### src/rtl/mem_pkg.sv
// mem_pkg: shared encodings for the memory arbiter.
//   Size encodings (SZ_*), FSM state type, captured-request payload,
//   bus widths and the default starvation limit.
package mem_pkg;

  localparam int unsigned ADDR_W           = 18;
  localparam int unsigned DATA_W           = 32;
  localparam int unsigned LANES            = 4;
  localparam int unsigned STARVE_LIMIT_DEF = 4;

  localparam logic [1:0] SZ_BYTE = 2'b00;
  localparam logic [1:0] SZ_HALF = 2'b01;
  localparam logic [1:0] SZ_WORD = 2'b10;

  typedef enum logic [1:0] {
    IDLE   = 2'd0,
    ACCESS = 2'd1,
    RESP   = 2'd2
  } state_t;

  // Request captured at grant time; fetches are stored as aligned word loads.
  typedef struct packed {
    logic              fetch;
    logic              we;
    logic [1:0]        size;
    logic [ADDR_W-1:0] addr;
    logic [DATA_W-1:0] wdata;
  } req_t;

endpackage

### src/rtl/mem_lane_fmt.sv
// mem_lane_fmt: combinational big-endian lane formatter.
//   size, offset : access size encoding and byte offset within the word
//   wdata        : right-justified store data
//   rdata        : raw RAM word
//   mask, wlane  : store byte-lane enables and lane-replicated store data
//   rfmt         : load result, zero-extended (0 when misaligned)
//   misaligned   : halfword at odd offset or word at nonzero offset
module mem_lane_fmt
  import mem_pkg::*;
(
  input  logic [1:0]        size,
  input  logic [1:0]        offset,
  input  logic [DATA_W-1:0] wdata,
  input  logic [DATA_W-1:0] rdata,
  output logic [LANES-1:0]  mask,
  output logic [DATA_W-1:0] wlane,
  output logic [DATA_W-1:0] rfmt,
  output logic              misaligned
);

  logic [4:0]        shamt;
  logic [DATA_W-1:0] rshift;

  // Offset 0 lives in lane 3, so the byte sits (3 - offset) lanes above bit 0.
  assign shamt  = {~offset, 3'b000};
  assign rshift = rdata >> shamt;

  always_comb begin
    mask       = '0;
    wlane      = wdata;
    rfmt       = '0;
    misaligned = 1'b0;
    case (size)
      SZ_BYTE: begin
        mask  = 4'b1000 >> offset;
        wlane = {4{wdata[7:0]}};
        rfmt  = {24'd0, rshift[7:0]};
      end
      SZ_HALF: begin
        misaligned = offset[0];
        wlane      = {2{wdata[15:0]}};
        if (!offset[0]) begin
          mask = offset[1] ? 4'b0011 : 4'b1100;
          rfmt = offset[1] ? {16'd0, rdata[15:0]} : {16'd0, rdata[31:16]};
        end
      end
      default: begin
        // Word; encoding 11 is treated the same way.
        misaligned = (offset != 2'b00);
        if (offset == 2'b00) begin
          mask = 4'b1111;
          rfmt = rdata;
        end
      end
    endcase
  end

endmodule

### src/rtl/mem_arbiter.sv
// mem_arbiter: arbitrates instruction-fetch and load/store ports onto one RAM.
//   clock, reset          : single clock, synchronous active-high reset
//   fetch*                : fetch request/grant, word response (fetchValid/fetchData)
//   data*                 : load/store request/grant, response with error flag
//   ram*                  : RAM address, read strobe, lane write enables, data
// Sequence per access: grant (IDLE/RESP) -> ACCESS (RAM cycle) -> RESP (Valid).
module mem_arbiter
  import mem_pkg::*;
#(
  parameter int unsigned STARVE_LIMIT = STARVE_LIMIT_DEF
) (
  input  logic              clock,
  input  logic              reset,
  input  logic              fetchReq,
  input  logic [ADDR_W-1:0] fetchAddr,
  output logic              fetchGrant,
  output logic              fetchValid,
  output logic [DATA_W-1:0] fetchData,
  input  logic              dataReq,
  input  logic              dataWe,
  input  logic [1:0]        dataSize,
  input  logic [ADDR_W-1:0] dataAddr,
  input  logic [DATA_W-1:0] dataWData,
  output logic              dataGrant,
  output logic              dataValid,
  output logic              dataErr,
  output logic [DATA_W-1:0] dataRData,
  output logic [ADDR_W-1:0] ramAddress,
  output logic              ramIsRead,
  output logic [LANES-1:0]  ramIsWrite,
  output logic [DATA_W-1:0] ramWriteData,
  output logic              ramByteRead,
  input  logic [DATA_W-1:0] ramData
);

  localparam int unsigned CNT_W = (STARVE_LIMIT < 1) ? 1 : $clog2(STARVE_LIMIT + 1);
  localparam logic [CNT_W-1:0] LIMIT_C = CNT_W'(STARVE_LIMIT);

  state_t            state, state_nxt;
  req_t              cur;
  logic [CNT_W-1:0]  starve_cnt;
  logic [DATA_W-1:0] fetch_data_q, data_rdata_q;
  logic              grant_slot, fetch_win, data_win;
  logic [LANES-1:0]  fmt_mask;
  logic [DATA_W-1:0] fmt_wlane, fmt_rdata;
  logic              fmt_mis;

  assign ramByteRead = 1'b0;

  mem_lane_fmt u_fmt (
    .size       (cur.size),
    .offset     (cur.fetch ? 2'b00 : cur.addr[1:0]),
    .wdata      (cur.wdata),
    .rdata      (ramData),
    .mask       (fmt_mask),
    .wlane      (fmt_wlane),
    .rfmt       (fmt_rdata),
    .misaligned (fmt_mis)
  );

  // Arbitration: data first unless fetch has waited STARVE_LIMIT data grants.
  always_comb begin
    grant_slot = !reset && ((state == IDLE) || (state == RESP));
    fetch_win  = grant_slot && fetchReq && (!dataReq || (starve_cnt == LIMIT_C));
    data_win   = grant_slot && dataReq && !fetch_win;
  end

  // State register.
  always_ff @(posedge clock) begin
    if (reset) state <= IDLE;
    else       state <= state_nxt;
  end

  // Next state and RAM/handshake outputs.
  always_comb begin
    state_nxt    = state;
    fetchGrant   = fetch_win;
    dataGrant    = data_win;
    fetchValid   = 1'b0;
    dataValid    = 1'b0;
    dataErr      = 1'b0;
    ramAddress   = '0;
    ramIsRead    = 1'b0;
    ramIsWrite   = '0;
    ramWriteData = '0;
    case (state)
      IDLE: begin
        if (fetch_win || data_win) state_nxt = ACCESS;
      end
      ACCESS: begin
        state_nxt  = RESP;
        ramAddress = {cur.addr[ADDR_W-1:2], 2'b00};
        if (!fmt_mis) begin
          if (cur.we) begin
            ramIsWrite   = fmt_mask;
            ramWriteData = fmt_wlane;
          end else begin
            ramIsRead = 1'b1;
          end
        end
      end
      RESP: begin
        state_nxt  = (fetch_win || data_win) ? ACCESS : IDLE;
        fetchValid = cur.fetch;
        dataValid  = !cur.fetch;
        dataErr    = !cur.fetch && fmt_mis;
      end
      default: state_nxt = IDLE;
    endcase
    // A reset in ACCESS must not reach the RAM.
    if (reset) begin
      fetchValid   = 1'b0;
      dataValid    = 1'b0;
      dataErr      = 1'b0;
      ramAddress   = '0;
      ramIsRead    = 1'b0;
      ramIsWrite   = '0;
      ramWriteData = '0;
    end
  end

  // Response data: live RAM word in RESP, otherwise the last delivered value.
  always_comb begin
    fetchData = fetch_data_q;
    dataRData = data_rdata_q;
    if (state == RESP) begin
      if (cur.fetch) fetchData = ramData;
      else           dataRData = cur.we ? '0 : fmt_rdata;
    end
    if (reset) begin
      fetchData = '0;
      dataRData = '0;
    end
  end

  // Request capture, starvation counter and held response registers.
  always_ff @(posedge clock) begin
    if (reset) begin
      starve_cnt   <= '0;
      cur          <= '0;
      fetch_data_q <= '0;
      data_rdata_q <= '0;
    end else begin
      if (fetch_win || !fetchReq)
        starve_cnt <= '0;
      else if (data_win && (starve_cnt != LIMIT_C))
        starve_cnt <= starve_cnt + CNT_W'(1);

      if (fetch_win)
        cur <= '{fetch: 1'b1, we: 1'b0, size: SZ_WORD, addr: fetchAddr, wdata: 32'd0};
      else if (data_win)
        cur <= '{fetch: 1'b0, we: dataWe, size: dataSize, addr: dataAddr, wdata: dataWData};

      if (state == RESP) begin
        fetch_data_q <= fetchData;
        data_rdata_q <= dataRData;
      end
    end
  end

endmodule

### config.mk
export PLATFORM = sky130hd
export DESIGN_NAME = mem_arbiter
export DESIGN_NICKNAME = d
export VERILOG_FILES = /design/src/rtl/mem_pkg.sv /design/src/rtl/mem_lane_fmt.sv /design/src/rtl/mem_arbiter.sv
export SDC_FILE = /design/constraint.sdc
export NUM_CORES = 1
export LEC_CHECK = 0
export CAP_MARGIN = 30
export CORE_ASPECT_RATIO = 0.75
export CORE_MARGIN = 2
export CORE_UTILIZATION = 38
export CTS_BUF_LIST = sky130_fd_sc_hd__clkbuf_8
export DETAILED_ROUTE_END_ITERATION = 7
export GPL_TIMING_DRIVEN = 0
export PLACE_DENSITY = 0.71
export SLEW_MARGIN = 20
export SYNTH_ARGS = -nofsm -noshare
export SYNTH_HDL_FRONTEND = slang
export SYNTH_SLANG_ARGS = --single-unit
### constraint.sdc
create_clock -name clock -period 6 [get_ports clock]
set_clock_uncertainty 0.05 [all_clocks]
set_input_delay 1.2 -clock clock [delete_from_list [all_inputs] [get_ports clock]]
set_output_delay 1.2 -clock clock [all_outputs]
set_load 0.02 [all_outputs]
# [Word level (Yosys, flattened, before mapping)]
# Cells that the tools add are included.
[totals] reg_bits=123 ram_bits=0 n_memories=0 in_bits=107 latch_bits=0 romBits=0
[op_classes] n_reduce_logical=23 n_eq_ne=6 addsub=1 bitwise=1 shifts=2 muxes=43 multipliers=0 div=0 magnitude_cmp=0
[ops] operator="32-bit two-way mux" count=13
[ops] operator="32-bit case mux with 2 select lines" count=2
[ops] operator="54-bit two-way mux" count=2
[ops] operator="18-bit two-way mux" count=2
[ops] operator="32-bit by 5-bit right shift with 8-bit output" count=1
[ops] operator="4-bit two-way mux" count=7
[ops] operator="16-bit two-way mux" count=1
[ops] operator="1-bit two-way mux" count=11
[ops] operator="4-bit case mux with 2 select lines" count=1
[ops] operator="1-bit logical AND" count=7
[ops] operator="2-bit zero test" count=3
[ops] operator="2-bit case mux with 3 select lines" count=1
[ops] operator="1-bit zero test" count=5
[ops] operator="2-bit by 1-bit == test with 1-bit output, second input constant" count=2
[ops] operator="1-bit logical OR" count=4
[ops] operator="2-bit two-way mux" count=2
[ops] operator="2-bit nonzero test" count=2
[ops] operator="2-bit OR reduction" count=2
[ops] operator="4-bit by 2-bit right shift with 4-bit output, first input constant" count=1
[ops] operator="3-bit by 1-bit adder with 3-bit output, second input constant" count=1
[ops] operator="3-bit == test, second input constant" count=1
[ops] operator="3-bit inequality test, second input constant" count=1
[ops] operator="2-bit == test, second input constant" count=1
[ops] operator="2-bit by 1-bit inequality test with 1-bit output, second input constant" count=1
[ops] operator="2 further kinds" count=2

# [Logic depth before layout (Yosys ltp)]
[logic_depth] ltp_word=10 ltp_mapped=8 mapped_depth_nobuf=7

# [Cells and area by module]
# Synthesis repeated with hierarchy kept, for this count alone.
[unflattened] cells_unflattened=847 area_unflattened_um2=6688.9
[by_module_without_submodules] module="mem_arbiter" n_inst=1 cells_per_inst=715 area_each_um2=5689.2
[by_module_without_submodules] module="mem_lane_fmt" n_inst=1 cells_per_inst=132 area_each_um2=999.7

# [Worst setup path before layout]
# OpenSTA, ideal clock, no wires.
[synth_timing] path_type="input-to-output" from="in reset" to="out ramWriteData[16]" path_slack_ps=2167 arrival_ps=2583 path_buffers=3 path_stages=7 t_required_ps=4750 cell_sequence="buf_2 > nor3b_2 > nand2_1 > or2_1 > buf_2 > buf_6 > nor2_1"
[synth_between] elab_chain_len=1
[synth_rtl] element="start, declared" line="mem_arbiter.sv:13" rtl="input logic reset,"
[synth_rtl] element="32-bit two-way mux" line="mem_arbiter.sv:111" rtl="if (reset) begin"
[synth_rtl] element="end, declared" line="mem_arbiter.sv:31" rtl="output logic [DATA_W-1:0] ramWriteData,"
# No other way between the ends.

# [Worst setup path after layout]
[layout_timing] from="in reset" to="out ramIsWrite[2]"
[layout_between] elab_chain_len=1
[layout_rtl] element="4-bit two-way mux" line="mem_arbiter.sv:111"
[layout_rtl] element="end, declared" line="mem_arbiter.sv:30" rtl="output logic [LANES-1:0] ramIsWrite,"
# No other way between the ends.

==> flow_metrics.py <==
metrics = {
    "logic_synthesis": {
        "synth-main-ff-cell": "dfxtp_1",
        "yosys.cell_types.count": 54,
        "synth_async_sr_flop_share": 0,
        "yosys_register_bits": 123,
        "syn_area_um2": 6015,
        "synthTopCellsByArea": "dfxtp_1, a21oi_1, nand2_1",
        "avgSynthCellArea_um2": 7.842,
        "postSynthCellCount": 767,
        "synth_common_cells": "nand2_1, a21oi_1, dfxtp_1, nor2_1, clkbuf_1",
        "ys_seq_area_frac": 0.4094,
        "synth-edff-count": 0,
        "synth.most_common_cell": "nand2_1",
        "synth_top_cell_by_area": "dfxtp_1",
        "yosysTopAreaCellShare": 0.4094,
        "ys_warn_count": 0,
    },
    "floorplanning": {
        "rows": 39,
        "initial_core_util": 0.3913,
        "die_area_um2": 16860,
        "core-area_um2": 15370,
        "die_y_um": 113.0,
        "pin_count": 232,
        "fp.dieW_um": 149.3,
    },
    "routing": {
        "drt-wirelength-per-cell_um": 17.85,
        "wl_mm": 22.02,
        "antenna_left": 0,
        "viasPerCell": 5.423,
        "drt-pass1-iter-count": 8,
        "drt_iter0_markers": 528,
        "drc_errors": 0,
        "via_count": 6692,
    },
    "layout": {
        "num-nets-final": 1125,
        "area_growth_pct": 51.53,
        "fillers": 1437,
        "final_cells": 1234,
        "layout-drive-gt1-share": 0.07677,
        "antenna_cells": 0,
        "finish.instance_area_um2": 9114,
    },
    "setup_path": {
        "r2r_end": "cur[52]$_SDFFE_PP0P_",
        "reg2reg_from": "starve_cnt[0]$_SDFFE_PP0P_",
        "r2r_slack_ns": 3.77,
        "worstPathArrival_ns": 4.08,
        "cp-end-kind": "output pin",
        "cp_data_required_time_ns": 4.75,
        "critPathMaxStageDelay_ns": 0.67,
        "slowest_stage": "clkdlybuf4s50_1",
        "worstPathCellList": "clkdlybuf4s50_1 > buf_2 > nor3b_2 > nand2_1 > or2_1 > buf_2 > buf_6 > nor2_1 > clkdlybuf4s50_1",
        "critPathKind": "in -> out",
        "rr_worst_depth": 8,
        "crit_path_start_kind": "input pin",
        "path_max_fanout": 10,
    },
    "placement": {
        "dpl.hpwl_mm": 16.38,
        "place_congestion": 0.9078,
        "dp_cells": 1202,
        "place.port_buffers": 228,
        "placed_area_um2": 8561,
        "pre_cts_slack_ns": 0.6191,
    },
    "sta": {
        "setup_ws_ns": 0.6672,
        "max_slew.worst_pin.slew_ns": 0.8107,
        "fmax_mhz": 187.5,
        "timing.setup.tns_ns": 0,
        "rsz0062_at_grt": "false",
        "finalCritPeriodShare": 0.8888,
        "finalSetupViolCount": 0,
        "max_slew_margin": 0.4559,
        "maxSlewViolCount": 0,
        "fin_crit_ns": 5.333,
        "hold_viol": 0,
    },
    "pwr": {
        "total_power_uw": 2197,
        "pwr-share-seq": 0.390,
        "power.leakage_uw": 0.003244,
        "switching_power_uw": 551.9,
        "internal_power_uw": 1645,
        "p_per_area_nw_per_um2": 241.1,
        "switching_share": 0.2512,
        "ir_worst_vdd_mv": 0.1304,
        "pwr-share-clk": 0.468,
        "combPwrFrac": 0.142,
    },
    "global_routing": {
        "grt_overflow": 0,
        "grt_pass1_wl_mm": 33.94,
        "grt.total_usage": 0.2580,
        "antenna_found_initial": 0,
        "grt_max_degree": 17,
        "first_global_vias": 6354,
    },
    "worst_hold_path": {
        "min_to": "cur[17]$_SDFFE_PP0P_",
        "min_from": "cur[17]$_SDFFE_PP0P_",
        "hp-class": "reg -> reg",
        "whs_path_depth": 2,
    },
    "clock_tree": {
        "htree_levels": 4,
        "worstSkewPairLatency_ns": 0.44,
        "numCtsBuffers": 17,
        "path_clk_slew_ns": 0.07,
        "post_cts_buffers": 0,
        "cts-resized-gates": 0,
        "cts_hold_buffers": 0,
        "clock-root-buffer": "clkbuf_8",
        "clockBufferDepth": 2,
        "cts.sinks": 123,
        "cts_tree": "built",
    },
    "job": {
        "drv_cap": 0,
    },
    "status": {
        "status": "complete, no violations",
    },
}
routing by layer:
metal	part of all wire	wire length (um)	GRT usage
met4	0.013	287	0.06349
met3	0.090	1978	0.07016
met1	0.46	10130	0.3593
met5	0	0	0
met2	0.44	9632	0.3975
critical path: cells and delay by family:
kind	cells	cell delay, ns
and+or+nand+nor	4	1.06
buffers and inverters	5	1.82
worst max-delay path by stage:
stage	startpoint	end	slack (ns)	cells after the start
2_1_floorplan	reset	ramWriteData[16]	2.17	7
4_1_cts	reset	ramIsWrite[2]	0.60	9
3_5_place_dp	reset	ramIsWrite[2]	0.62	9
5_1_grt	reset	ramIsWrite[2]	0.43	9
3_3_place_gp	reset	ramIsWrite[2]	0.62	9
6_report	reset	ramIsWrite[2]	0.67	9
cell type report:
class	instances	area, um^2	share of cell area
Tap cell	205	256.5	0.02814
Inverter	9	33.78	0.003707
Timing Repair Buffer	228	2282	0.2504
Clock buffer	17	234.0	0.02567
Multi-Input combinational cell	567	3187	0.3497
Clock inverter	15	319.1	0.03501
Buffer	70	339.1	0.03720
Sequential cell	123	2462	0.2702
placed cells by master (no fill, tap or decap), types with 3 or more instances in the layout:
cell             instances
clkdlybuf4s50_1        228
buf_6                    3
mux2i_1                 18
o21ai_0                  9
buf_2                   25
a221o_1                 16
nor3_1                   4
o22ai_1                  7
conb_1                   3
nand2_1                154
nor3b_1                  4
clkbuf_1                32
nor2_1                  84
a222oi_1                18
a21oi_1                125
inv_1                    8
and2_1                  26
o32ai_1                  7
buf_4                    6
a22oi_1                 17
clkbuf_8                17
bufinv_16                9
a32o_1                  16
o22a_1                   7
dfxtp_1                123
o31ai_1                  7
clkinv_4                 5
buf_1                    4
or2_2                    3
and3_1                   9
stage by stage:
step | hold slack, ns | utilization
after floorplan | 0.3860 | -
after global placement | 0.3930 | 0.5569
after detailed placement | 0.3969 | 0.5569
after CTS | 0.4072 | 0.5929
after global routing | 0.4230 | 0.5929
final | 0.4071 | 0.5929
power groups by stage:
| stage | Clock, uW | Sequential [uW] | Combinational (uW) |
|---|---|---|---|
| 6_report | 1030 | 856 | 312 |
| 5_1_grt | 1070 | 859 | 338 |
| 4_1_cts | 1040 | 856 | 309 |
| 3_5_place_dp | 0 | 874 | 307 |
| 3_3_place_gp | 0 | 874 | 305 |
| 2_1_floorplan | 0 | 869 | 159 |
logic make-up (layout without fill, tap and decap cells):
kind of cell / count (synthesis) / in the layout / synth area share
flops: 123 / 123 / 0.4094
simple gates: 302 / 302 / 0.2228
buf+inv: 79 / 339 / 0.06199
other cells: 1 / 3 / 0.0006235
compound gates: 239 / 239 / 0.2667
xor+xnor: 3 / 3 / 0.004369
mux: 18 / 18 / 0.02996
fa+ha+maj: 2 / 2 / 0.004160
flip-flops by register name, summed over array words and instances, names as in the netlist:
signal	count
state	2
data_rdata_q	32
fetch_data_q	32
cur	54
starve_cnt	3
No activity file was read; power rests on OpenSTA's default activity.
